`config.mk`:
```
export PLATFORM = sky130hd
export DESIGN_NAME = pulse_wave
export DESIGN_NICKNAME = d
export VERILOG_FILES = /design/src/rtl/pulse_wave.sv
export SDC_FILE = /design/constraint.sdc
export NUM_CORES = 1
export LEC_CHECK = 0
export ABC_AREA = 0
export BUFFER_PORTS_ARGS = -buffer_cell sky130_fd_sc_hd__buf_2
export CAP_MARGIN = 20
export CORE_MARGIN = 2
export CORE_UTILIZATION = 64
export DETAILED_ROUTE_END_ITERATION = 12
export GPL_TIMING_DRIVEN = 0
export PLACE_DENSITY = 0.83
export SLEW_MARGIN = 25
export SYNTH_ARGS = -nofsm -noshare
export SYNTH_HDL_FRONTEND = slang
export SYNTH_SLANG_ARGS = --single-unit
```
`constraint.sdc`:
```
create_clock -name clk -period 9.1 [get_ports clk]
set_clock_uncertainty 0.05 [all_clocks]
set_input_delay 1.82 -clock clk [delete_from_list [all_inputs] [get_ports clk]]
set_output_delay 1.82 -clock clk [all_outputs]
set_load 0.05 [all_outputs]
```
`src/rtl/pulse_wave.sv`:
```
// Programmable pulse/square/one-shot waveform generator with period-boundary
// double-buffered controls and a registered period-start strobe.
module pulse_wave #(
  parameter int unsigned resolution_bits = 8,
  parameter int unsigned counter_width   = 16
) (
  input  logic                       clk,
  input  logic                       reset,
  input  logic                       enable,
  input  logic [counter_width-1:0]   frequency_control,
  input  logic [counter_width-1:0]   duty_control,
  input  logic [resolution_bits-1:0] amplitude,
  input  logic [1:0]                 mode,
  output logic [resolution_bits-1:0] wave_out,
  output logic                       period_start,
  output logic                       active
);

  localparam int unsigned CW = counter_width;
  localparam int unsigned RW = resolution_bits;

  typedef enum logic [1:0] {
    IDLE = 2'd0,
    RUN  = 2'd1,
    DONE = 2'd2
  } state_t;

  state_t        state, state_n;
  logic [CW-1:0] cnt, cnt_n;
  logic [CW-1:0] p_s, p_s_n;
  logic [CW-1:0] h_s, h_s_n;
  logic [RW-1:0] a_s, a_s_n;
  logic [1:0]    m_s, m_s_n;
  logic [RW-1:0] wave_n;
  logic          ps_n;
  logic          active_n;

  logic          start_c;
  logic          load_c;
  logic [CW-1:0] heff_in_c;
  logic [CW-1:0] heff_s_c;
  logic [CW-1:0] cnt_inc_c;

  // High-phase length: half period for square, else duty clipped to period.
  function automatic logic [CW-1:0] heff(input logic [1:0]    m,
                                         input logic [CW-1:0] p,
                                         input logic [CW-1:0] h);
    if (m == 2'd0) return p >> 1;
    return (h < p) ? h : p;
  endfunction

  assign start_c   = enable && (frequency_control >= CW'(2));
  assign heff_in_c = heff(mode, frequency_control, duty_control);
  assign heff_s_c  = heff(m_s, p_s, h_s);
  assign cnt_inc_c = cnt + CW'(1);

  // Next-state and next-output logic.
  always_comb begin
    state_n  = state;
    cnt_n    = cnt;
    p_s_n    = p_s;
    h_s_n    = h_s;
    a_s_n    = a_s;
    m_s_n    = m_s;
    wave_n   = '0;
    ps_n     = 1'b0;
    active_n = 1'b0;
    load_c   = 1'b0;

    case (state)
      IDLE: begin
        if (start_c) load_c = 1'b1;
      end
      RUN: begin
        if (cnt < p_s - CW'(1)) begin
          cnt_n    = cnt_inc_c;
          wave_n   = (cnt_inc_c < heff_s_c) ? a_s : '0;
          active_n = 1'b1;
        end else if (m_s == 2'd2) begin
          state_n = DONE;
        end else if (start_c) begin
          load_c = 1'b1;
        end else begin
          state_n = IDLE;
        end
      end
      DONE: begin
        if (!enable) state_n = IDLE;
      end
      default: state_n = IDLE;
    endcase

    // Load edge: sample controls and emit the first sample of a new period.
    if (load_c) begin
      p_s_n    = frequency_control;
      h_s_n    = duty_control;
      a_s_n    = amplitude;
      m_s_n    = mode;
      cnt_n    = '0;
      ps_n     = 1'b1;
      active_n = 1'b1;
      state_n  = RUN;
      wave_n   = (heff_in_c != '0) ? amplitude : '0;
    end
  end

  always_ff @(posedge clk) begin
    if (reset) begin
      state        <= IDLE;
      cnt          <= '0;
      p_s          <= '0;
      h_s          <= '0;
      a_s          <= '0;
      m_s          <= '0;
      wave_out     <= '0;
      period_start <= 1'b0;
      active       <= 1'b0;
    end else begin
      state        <= state_n;
      cnt          <= cnt_n;
      p_s          <= p_s_n;
      h_s          <= h_s_n;
      a_s          <= a_s_n;
      m_s          <= m_s_n;
      wave_out     <= wave_n;
      period_start <= ps_n;
      active       <= active_n;
    end
  end

endmodule

```
==> summary.md, run 1 <==
| Metric | Value |
|---|---|
| Critical Path Fanout Max | 9 |
| Max incr delay on CP | 0.61 ns |
| Post-synth top cells | nor2_1, dfxtp_1, ha_1, mux2i_1, inv_1 |
| Predominant post-synthesis flop cell | dfxtp_1 |
| RR Startpoint | p_s[2] |
| Top area cells in the synthesized netlist | dfxtp_1, ha_1, mux2i_1 |
| ANT nets after route | 0 |
| Kind of critical path | flip-flop to flip-flop |
| Inserted Diodes | 0 |
| Grt ovf | 0 |
| GRT Total Usage | 29.8% |
| TNS Setup | 0 ns |
| PortBufs | 54 |
| Post-CTS Hold Fix Bufs | 0 |
| Status | finished clean |
| Worst r2r dst | wave_out[7] |
| GPL Wtd Cong | 0.846 |
| H-tree depth | 3 |
| Register area | 1400 sq um |
| Fraction of layout cells with a size suffix above 1 | 15.3% |
| Register clock-pin slew on the reported worst setup and hold paths | 0.08 ns |
| Worst R2R Path Depth | 15 |
| P&R area growth vs syn | 12.4% |
| Top-area cell type share of the netlist area | 28.1% |
| Post-CTS Setup Bufs | 0 |
| Mapped Cells | 575 |
| Yosys warns | 0 |
| Tightest Pin Transition | 0.794 ns |
| Worst vdd ir | 0.135 mV |
| Worst hold path class | flip-flop to flip-flop |
| Unrepaired setup endpoints after global routing | false |
| Starting Density | 65.3% |
| Slew Limit Headroom | 46.6% |
| Worst setup startpoint | p_s[2] |
| Req. time, crit path | 9.30 ns |
| Clk_lat worst skew | 0.36 ns |
| Net count, final | 747 |
| Hpwl dp | 9690 um |
| Sequential element share of the synthesized area | 28.1% |
| Syn nets | 682 |
| Final min period | 4.91 ns |
| Highest clock rate | 0.204 GHz |
| Period utilization | 54.0% |
| Max-cap viol count | 0 |
| Setup Viol. Count Final | 0 |
| Boundary pin count | 55 |
| Post-Syn Area | 4990 sq um |
| Syn_area_per_cell | 8.68 sq um |
| Vias per inst | 5.86 |
| Final WL | 12300 um |
| Worst path cell trace | buf_2 -> or4_1 -> nor2_1 -> nand2_1 -> or4_1 -> nor4_1 -> xnor2_1 -> ha_1 -> a21oi_1 -> o21a_1 -> a21boi_1 -> nand3_2 -> or4_1 -> clkbuf_1 -> o32ai_1 |
| Yosys cell types | 51 |
| PwrDens | 157 nW/um^2 |
| Slowest CP cell | or4_1 |
| Internal reg-to-reg setup slack | 4.19 ns |
| Worst EP arrival | 5.11 ns |
| Top-count cell post-synth | nor2_1 |
| Clock sinks | 70 |
| Synthesized flop and latch total | 70 |
| Vias in the first global route | 4486 |
| Hold Slack | 0.437 ns |
| First-pass DRT Iterations | 4 |
| Post-synth top area cell | dfxtp_1 |
| CP Capture Type | flip-flop |
| Final hold violations | 0 |
| Core box area | 7650 sq um |
| Max-slew violations | 0 |
| TritonCTS clock tree | done |
| Clock buffer count from CTS | 9 |
| Ys async rst share | 0% |
| Num rows | 32 |
| # fillers | 582 |
| Initial drt markers | 209 |
| Vias | 4381 |
| Final Util | 73.4% |
| Largest net degree at the start of global routing | 14 |
| DRC viols | 0 |
| CP endpoint | wave_out[7] |
| Setup crit start kind | flip-flop |
| Total die area | 8520 sq um |
| Hold depth | 2 |
| Multi-input gate area | 3270 sq um |
| Die X-Extent | 92.3 um |
| Post-CTS Resized | 0 |
| Clock Tree Buf Depth | 2 |
| Routed len/inst | 16.5 um |
| Pleak | 2.64 nW |
| Root Buffer Master | clkbuf_8 |
| Post-synth EDFFs | 0 |
| Die H | 92.3 um |
| Cell repeated most along the worst path | or4_1 |
| Initial antenna violation count | 0 |
| First-pass GRT wire length | 20300 um |
[layout make-up]
type | count | area share, %
inverter | 54 | 3.61
buffer | 23 | 2.12
multi-input combinational | 428 | 58.3
tap | 102 | 2.27
sequential | 70 | 25.0
clock inverter | 7 | 1.72
clock buffer | 9 | 2.21
timing repair buffer | 54 | 4.82
[cells in the final DEF, fill, tap and decap left out, types with 6 or more instances in the layout]
cell type and instances:
mux2_4 9, clkbuf_1 14, xor2_1 24, o21ai_0 19, mux2_2 6, dfxtp_1 70, nor4_1 12, buf_2 61
nor2_1 72, nand2_1 26, inv_1 54, o32ai_1 8, xnor2_1 16, clkbuf_8 9, a21oi_1 23, mux2i_1 57
nand4_1 18, ha_1 62, nand3_1 9, nor3_1 10
[per-stage QoR]
step	std cells	power, mW	setup WS [ns]	cell area (sq um)
2_1_floorplan	575	0.537	5.12	4990
3_3_place_gp	731	0.588	4.49	5390
3_5_place_dp	731	0.604	4.28	5390
4_1_cts	747	0.883	4.28	5610
5_1_grt	747	0.923	3.97	5610
6_report	747	0.882	4.19	5610
[critical path: cells and delay by family, from the launching register on]
family	cells	cell delay, ns
and+or+nand+nor	7	2.50
AOI/OAI and AO/OA	4	1.07
buffers and inverters	2	0.42
DFF	1	0.30
adders and majority gates	1	0.27
xor gates and xnor gates	1	0.19
[flip-flops by register name, indices dropped and copies added, names as in the netlist]
register,flops
m_s,2
wave_out,8
h_s,16
a_s,8
active,1
p_s,16
period_start,1
state,2
cnt,16
[metal layers]
metal	vias to the layer above	track usage (%)	wire length, um
met1	2043	34.7	5270
met4	0	15.8	491
met3	44	7.32	607
li1	2159	-	-
met5	-	0	0
met2	135	50.4	5920
[report_power, final]
part | leakage (nW) | switching (mW) | internal [mW] | total, mW
Combinational | 1.95 | 0.146 | 0.116 | 0.262
Clock | 0.114 | 0.124 | 0.155 | 0.279
Sequential | 0.573 | 0.0171 | 0.323 | 0.340
Total | 2.64 | 0.287 | 0.595 | 0.882
[cells by family after synthesis]
group / after synthesis / share of synthesized area (%)
AO/OA/AOI/OAI: 78 / 10.3
multiplexers: 72 / 15.5
buffers and inverters: 77 / 6.44
XOR/XNOR: 40 / 7.02
flip-flops: 70 / 28.1
adder cells (fa/ha/maj): 62 / 15.5
AND/OR/NAND/NOR: 176 / 17.1
[worst min path at each step]
stage | from | endpoint | slack (ns)
6_report | a_s[6] | wave_out[6] | 0.44
5_1_grt | a_s[5] | wave_out[5] | 0.46
4_1_cts | a_s[3] | wave_out[3] | 0.44
3_5_place_dp | a_s[3] | wave_out[3] | 0.42
3_3_place_gp | a_s[7] | wave_out[7] | 0.41
2_1_floorplan | a_s[0] | wave_out[0] | 0.40
(Power assumes the default switching activity.)
==> inputs of run 2 (changes only) <==
- CORE_UTILIZATION: 64 -> 60
- PLACE_DENSITY: 0.83 -> 0.78
- clock period: 9.1 -> 4.6 ns (I/O delays scaled with it)
==> run 2 against run 1 <==
Critical path type unchanged. Largest cell class unchanged. Cell count grew 0.13%. Clock power grew 69%. Fmax grew 12%.
==> summary.md, run 2 (same netlist as run 1, synthesis figures left out) <==
| Metric | Value |
|---|---|
| Slew Limit Headroom | 50.3% (+3.7 points) |
| Internal reg-to-reg setup slack | 0.22 ns (-3.97 ns) |
| Total die area | 9070 sq um (+6.4%) |
| Worst EP arrival | 4.55 ns (-0.56 ns) |
| CP Capture Type | flip-flop |
| Net Sw Power | 0.594 mW (+110%) |
| Total Power | 1.67 mW (+89%) |
| Max-slew violations | 0 (unchanged) |
| Pleak | 2.63 nW (-0.18%) |
| First-pass DRT Iterations | 4 (unchanged) |
| Die H | 95.2 um (+3.1%) |
| Clk_lat worst skew | 0.37 ns (about the same) |
| Final Util | 69.2% (-4.2 points) |
| Setup Viol. Count Final | 0 (unchanged) |
| DRC viols | 0 (unchanged) |
| Sequential share of power | 40.4% (+1.8 points) |
| Clk pwr share | 28.2% (-3.5 points) |
| Setup crit start kind | flip-flop |
| Final WL | 12200 um (-0.97%) |
| Setup WS post-layout | 0.220 ns (-3.97 ns) |
| Vias | 4353 (-0.64%) |
| RR Startpoint | p_s[5] |
| Grt ovf | 0 (unchanged) |
| Hold Crit Start | a_s[2] |
| Worst Hold Endpoint | wave_out[2] |
| Final min period | 4.38 ns (-0.532 ns) |
| Inserted Diodes | 0 (unchanged) |
| Vias in the first global route | 4283 (-4.5%) |
| Boundary pin count | 55 (unchanged) |
| Most common cell after layout, fill and taps aside | nor2_1 |
| Initial drt markers | 151 (-28%) |
| Unrepaired setup endpoints after global routing | false |
| Worst vdd ir | 0.165 mV (+22%) |
| ANT nets after route | 0 (unchanged) |
| Clock buffer count from CTS | 9 (unchanged) |
| P_int | 1.08 mW (+81%) |
| Hold depth | 2 (unchanged) |
| Root Buffer Master | clkbuf_8 |
| Most frequent cells in the layout | nor2_1, dfxtp_1, ha_1, mux2i_1, buf_2 |
| First-pass GRT wire length | 20000 um (-1.4%) |
| Register clock-pin slew on the reported worst setup and hold paths | 0.08 ns (about the same) |
| Clock Tree Buf Depth | 2 (unchanged) |
| Req. time, crit path | 4.77 ns (-4.53 ns) |
| PwrDens | 297 nW/um^2 (+89%) |
| Clock sinks | 70 (unchanged) |
| Starting Density | 61.4% (-3.9 points) |
| GPL Wtd Cong | 0.908 (+7.4%) |
| Worst R2R Path Depth | 17 (+2) |
| Max-cap viol count | 0 (unchanged) |
| GRT Total Usage | 28.4% (-1.4 points) |
| Placed insts | 734 (+0.41%) |
| Kind of critical path | flip-flop to flip-flop |
| H-tree depth | 3 (unchanged) |
| Worst hold path class | flip-flop to flip-flop |
| Tightest Pin Transition | 0.739 ns (-0.0550 ns) |
| Die X-Extent | 95.2 um (+3.1%) |
| Worst r2r dst | wave_out[1] |
| Critical Path Fanout Max | 10 (+1) |
| TritonCTS clock tree | done |
| Pre-CTS setup slack | -0.166 ns (-4.45 ns) |
| Core box area | 8130 sq um (+6.4%) |
| Num rows | 33 (+3.1%) |
| Status | finished clean |
| Period utilization | 95.2% (+41 points) |
| Comb power frac | 31.4% (+1.7 points) |
| Fraction of layout cells with a size suffix above 1 | 16.8% (+1.4 points) |
| Routed len/inst | 16.3 um (-1.1%) |
| Hpwl dp | 9630 um (-0.61%) |
| TNS Setup | 0 ns (unchanged) |
| Largest net degree at the start of global routing | 15 (+1) |
| Non-Filler Instances | 748 (+0.13%) |
| Highest clock rate | 0.228 GHz (+12%) |
| Switching Fraction | 35.6% (+3.0 points) |
| Final hold violations | 0 (unchanged) |
| Vias per inst | 5.82 (-0.77%) |
| PortBufs | 54 (unchanged) |
| Net count, final | 745 (-0.27%) |
| P&R area growth vs syn | 12.7% |
| Initial antenna violation count | 0 (unchanged) |
| Biggest regs | cnt (16), h_s (16), p_s (16) |
-- run 2: cell count changes in the layout (fill, tap and decap cells not counted), sizes merged --
cell / before / now
clkinv: 4 / 2
clkinvlp: 0 / 2
inv: 55 / 57
clkbuf: 23 / 22
bufinv: 2 / 0
buf: 63 / 62
-- run 2: cell type report --
type	count	area [sq um]
Multi-Input combinational cell	428	3310
Fill cell	646	2500
Sequential cell	70	1400
Timing Repair Buffer	55	278
Inverter	54	203
Tap cell	105	131
Clock buffer	9	124
Buffer	20	121
Clock inverter	7	55.1
-- run 2: critical path: stages (launching register included) --
cell       delay, ns
dfxtp_1         0.40
inv_1           0.09
ha_1            0.32
a211oi_1        0.30
nor4_2          0.08
a311o_1         0.34
or2_1           0.24
buf_6           0.14
buf_12          0.15
mux2_4          0.29
mux2i_1         0.14
ha_1            0.23
o211ai_1        0.11
or3_1           0.43
a2111oi_1       0.37
o21ai_1         0.15
o211ai_2        0.22
o32ai_1         0.18
-- run 2: repair_timing --
item	4_1_cts	5_1_grt
setup endpoints to repair	8	60
pin swaps	0	2
hold buffers	0	0
buffers inserted	0	1
gates resized for setup	3	17
-- run 2: per-layer routing --
| layer | GRT usage (%) | share of wire [%] | wire length [um] |
|---|---|---|---|
| met1 | 36.2 | 45 | 5460 |
| met2 | 46.9 | 47 | 5740 |
| met3 | 5.30 | 4.5 | 545 |
| met4 | 11.7 | 3.5 | 432 |
| met5 | 0 | 0 | 0 |
-- run 2: metrics by stage --
| step | area (sq um) | hold WS, ns |
|---|---|---|
| 6_report | 5630 | 0.437 |
| 5_1_grt | 5630 | 0.457 |
| 4_1_cts | 5580 | 0.437 |
| 3_5_place_dp | 5400 | 0.421 |
| 3_3_place_gp | 5400 | 0.409 |
| 2_1_floorplan | 4990 | 0.404 |
-- run 2: power groups by stage --
| stage | combinational (mW) | sequential, mW | clock [mW] |
|---|---|---|---|
| after global placement | 0.484 | 0.683 | 0 |
| after detailed placement | 0.509 | 0.686 | 0 |
| after floorplan | 0.367 | 0.694 | 0 |
| final | 0.524 | 0.675 | 0.471 |
| after global routing | 0.576 | 0.680 | 0.505 |
| after CTS | 0.513 | 0.672 | 0.479 |
-- run 2: how the worst max path moves through the flow --
stage           start     endpoint  slack (ns)  cells after the start
4_1_cts        p_s[2]  wave_out[1]       0.002                     15
5_1_grt        p_s[2]      cnt[11]        0.01                     16
3_3_place_gp   p_s[2]  wave_out[7]       -0.05                     15
6_report       p_s[5]  wave_out[1]        0.22                     17
3_5_place_dp   p_s[2]  wave_out[1]       -0.17                     15
2_1_floorplan  p_s[2]  wave_out[0]        0.62                     15
==> inputs of run 3 (changes only) <==
- REMOVE_ABC_BUFFERS: unset -> 1
==> run 3 against run 2 <==
Sequential power is essentially flat. Via count shrank 1.4%. Final area grew 1.4%. Highest routed layer unchanged. Combinational power shrank 3%. Cell count shrank 1.5%. Die area is the same.
==> summary.md, run 3 (same netlist as run 1, synthesis figures left out) <==
| Metric | Value |
|---|---|
| Die H | 95.2 um (unchanged) |
| Most frequent cells in the layout | nor2_1, dfxtp_1, ha_1, mux2i_1 |
| PwrDens | 315 nW/um^2 (+6.1%) |
| GR Layer Usage met1 | 35.5% (-0.71 points) |
| Vias | 4290 (-1.4%) |
| Starting Density | 61.4% (unchanged) |
| TNS Setup | 0 ns (unchanged) |
| Busiest layer in global routing | met2 |
| Worst vdd ir | 0.236 mV (+43%) |
| Setup Viol. Count Final | 0 (unchanged) |
| Total die area | 9070 sq um (unchanged) |
| # fillers | 623 (-3.6%) |
| Worst hold path class | flip-flop to flip-flop |
| Critical Path Fanout Max | 16 (+6) |
| CP Capture Type | flip-flop |
| Grt ovf | 0 (unchanged) |
| GPL Wtd Cong | 0.895 (-1.5%) |
| DRC viols | 0 (unchanged) |
| Req. time, crit path | 4.74 ns (-0.03 ns) |
| Period utilization | 95.0% (-0.18 points) |
| Unrepaired setup endpoints after global routing | false |
| Final hold violations | 0 (unchanged) |
| Highest clock rate | 0.229 GHz (+0.19%) |
| Hpwl dp | 9110 um (-5.5%) |
| Vias per inst | 5.82 (about the same) |
| Kind of critical path | flip-flop to flip-flop |
| Critical Path Stages | 15 (-2) |
| Initial antenna violation count | 0 (unchanged) |
| Worst setup startpoint | p_s[2] |
| Worst path cell trace | or4_1 -> nor2_1 -> nand2_1 -> or4_1 -> nor4_1 -> xnor2_1 -> ha_1 -> and4_2 -> o211a_1 -> o211ai_4 -> a41oi_4 -> buf_8 -> buf_16 -> mux2i_1 -> nor2_1 |
| Root Buffer Master | clkbuf_8 |
| Vias in the first global route | 4125 (-3.7%) |
| Most common cell after layout, fill and taps aside | nor2_1 |
| Final WL | 12000 um (-1.6%) |
| Net count, final | 735 (-1.3%) |
| Largest net degree at the start of global routing | 49 (+34) |
| Core box area | 8130 sq um (unchanged) |
| Clk_lat worst skew | 0.36 ns (about the same) |
| Met2 usage | 46.0% (-0.94 points) |
| Register clock-pin slew on the reported worst setup and hold paths | 0.08 ns (about the same) |
| Clock buffer count from CTS | 9 (unchanged) |
| Tightest Pin Transition | 0.884 ns (+0.146 ns) |
| Total Power | 1.80 mW (+7.6%) |
| First-pass GRT wire length | 19500 um (-2.7%) |
| Die X-Extent | 95.2 um (unchanged) |
| CP Buf/Inv Count | 2 (-1) |
| CP endpoint | h_s[7] |
| Initial drt markers | 210 (+39%) |
| Biggest regs | cnt (16), h_s (16), p_s (16) |
| GRT Total Usage | 27.3% (-1.1 points) |
| Final min period | 4.37 ns (-0.00828 ns) |
| Met3 Resource Use GR | 4.35% (-0.95 points) |
| Worst EP arrival | 4.52 ns (-0.03 ns) |
| Max-cap viol count | 0 (unchanged) |
| P&R area growth vs syn | 14.3% |
| Worst R2R Path Depth | 15 (-2) |
| Internal reg-to-reg setup slack | 0.23 ns (about the same) |
| Worst r2r dst | h_s[7] |
| Slowest CP cell | or4_1 |
| Max-slew violations | 0 (unchanged) |
| H-tree depth | 3 (unchanged) |
| Inserted Diodes | 0 (unchanged) |
| First-pass DRT Iterations | 4 (unchanged) |
| TritonCTS clock tree | done |
| Clock Tree Buf Depth | 2 (unchanged) |
| Fraction of layout cells with a size suffix above 1 | 17.1% (+0.29 points) |
| RR Startpoint | p_s[2] |
| Max incr delay on CP | 0.56 ns (+0.13 ns) |
| Setup crit start kind | flip-flop |
| Num rows | 33 (unchanged) |
| Clock sinks | 70 (unchanged) |
| Post-CTS Hold Fix Bufs | 0 (unchanged) |
| PortBufs | 54 (unchanged) |
| ANT nets after route | 0 (unchanged) |
| Status | finished clean |
| Slew Limit Headroom | 41.0% (-9.3 points) |
| Routed len/inst | 16.2 um (-0.15%) |
| Pleak | 2.66 nW (+0.88%) |
| Final Util | 70.2% (+0.98 points) |
| Boundary pin count | 55 (unchanged) |
| Crit path max-delay family | simple AND/OR/NAND/NOR gates |
==> run 3: worst min path at each step <==
| stage | startpoint | end | cells past startpoint |
|---|---|---|---|
| 6_report | a_s[6] | wave_out[6] | 2 |
| 5_1_grt | a_s[5] | wave_out[5] | 2 |
| 4_1_cts | a_s[6] | wave_out[6] | 2 |
| 3_5_place_dp | a_s[2] | wave_out[2] | 2 |
| 3_3_place_gp | a_s[5] | wave_out[5] | 2 |
| 2_1_floorplan | a_s[0] | wave_out[0] | 2 |
==> run 3: metrics by stage <==
stage	cells	worst slack, ns	instance area, sq um	hold slack (ns)
CTS	729	0.0232	5620	0.431
finish	737	0.228	5710	0.429
floorplan	552	-2.61	4870	0.404
global placement	711	-4.72	5280	0.411
detailed placement	714	-0.655	5370	0.419
global route	737	0.0106	5710	0.459
==> run 3: area by class of cell <==
| type | count | area (sq um) | share of cell area [%] |
|---|---|---|---|
| Sequential cell | 70 | 1400 | 24.5 |
| Timing Repair Buffer | 65 | 400 | 7.01 |
| Multi-Input combinational cell | 428 | 3340 | 58.5 |
| Clock buffer | 9 | 124 | 2.17 |
| Clock inverter | 6 | 111 | 1.95 |
| Tap cell | 105 | 131 | 2.30 |
| Inverter | 54 | 203 | 3.55 |
==> run 3: power by group <==
part / internal, mW / switching (mW) / total, mW
sequential: 0.640 / 0.0372 / 0.677
clock: 0.357 / 0.257 / 0.614
combinational: 0.226 / 0.281 / 0.506
total: 1.22 / 0.574 / 1.80
==> run 3: per-layer routing <==
layer | up-vias | share of wire, %
met2 | 89 | 49
met3 | 14 | 2.9
met5 | - | 0
li1 | 2141 | -
met4 | 0 | 1.9
met1 | 2046 | 46
==> run 3: worst register-to-register path, delay by kind of cell, from the launching register on <==
kind,cells,cell delay (ns)
fa+ha+maj,1,0.30
simple gates,7,1.92
mux,1,0.21
xor+xnor,1,0.14
flops,1,0.40
buf+inv,2,0.42
compound gates,3,0.78
==> run 3: repair_timing <==
item	CTS	global route
gates resized for setup	4	6
setup endpoints to repair	10	48
hold endpoints to repair	0	0
pin swaps	1	3
setup buffers	0	8
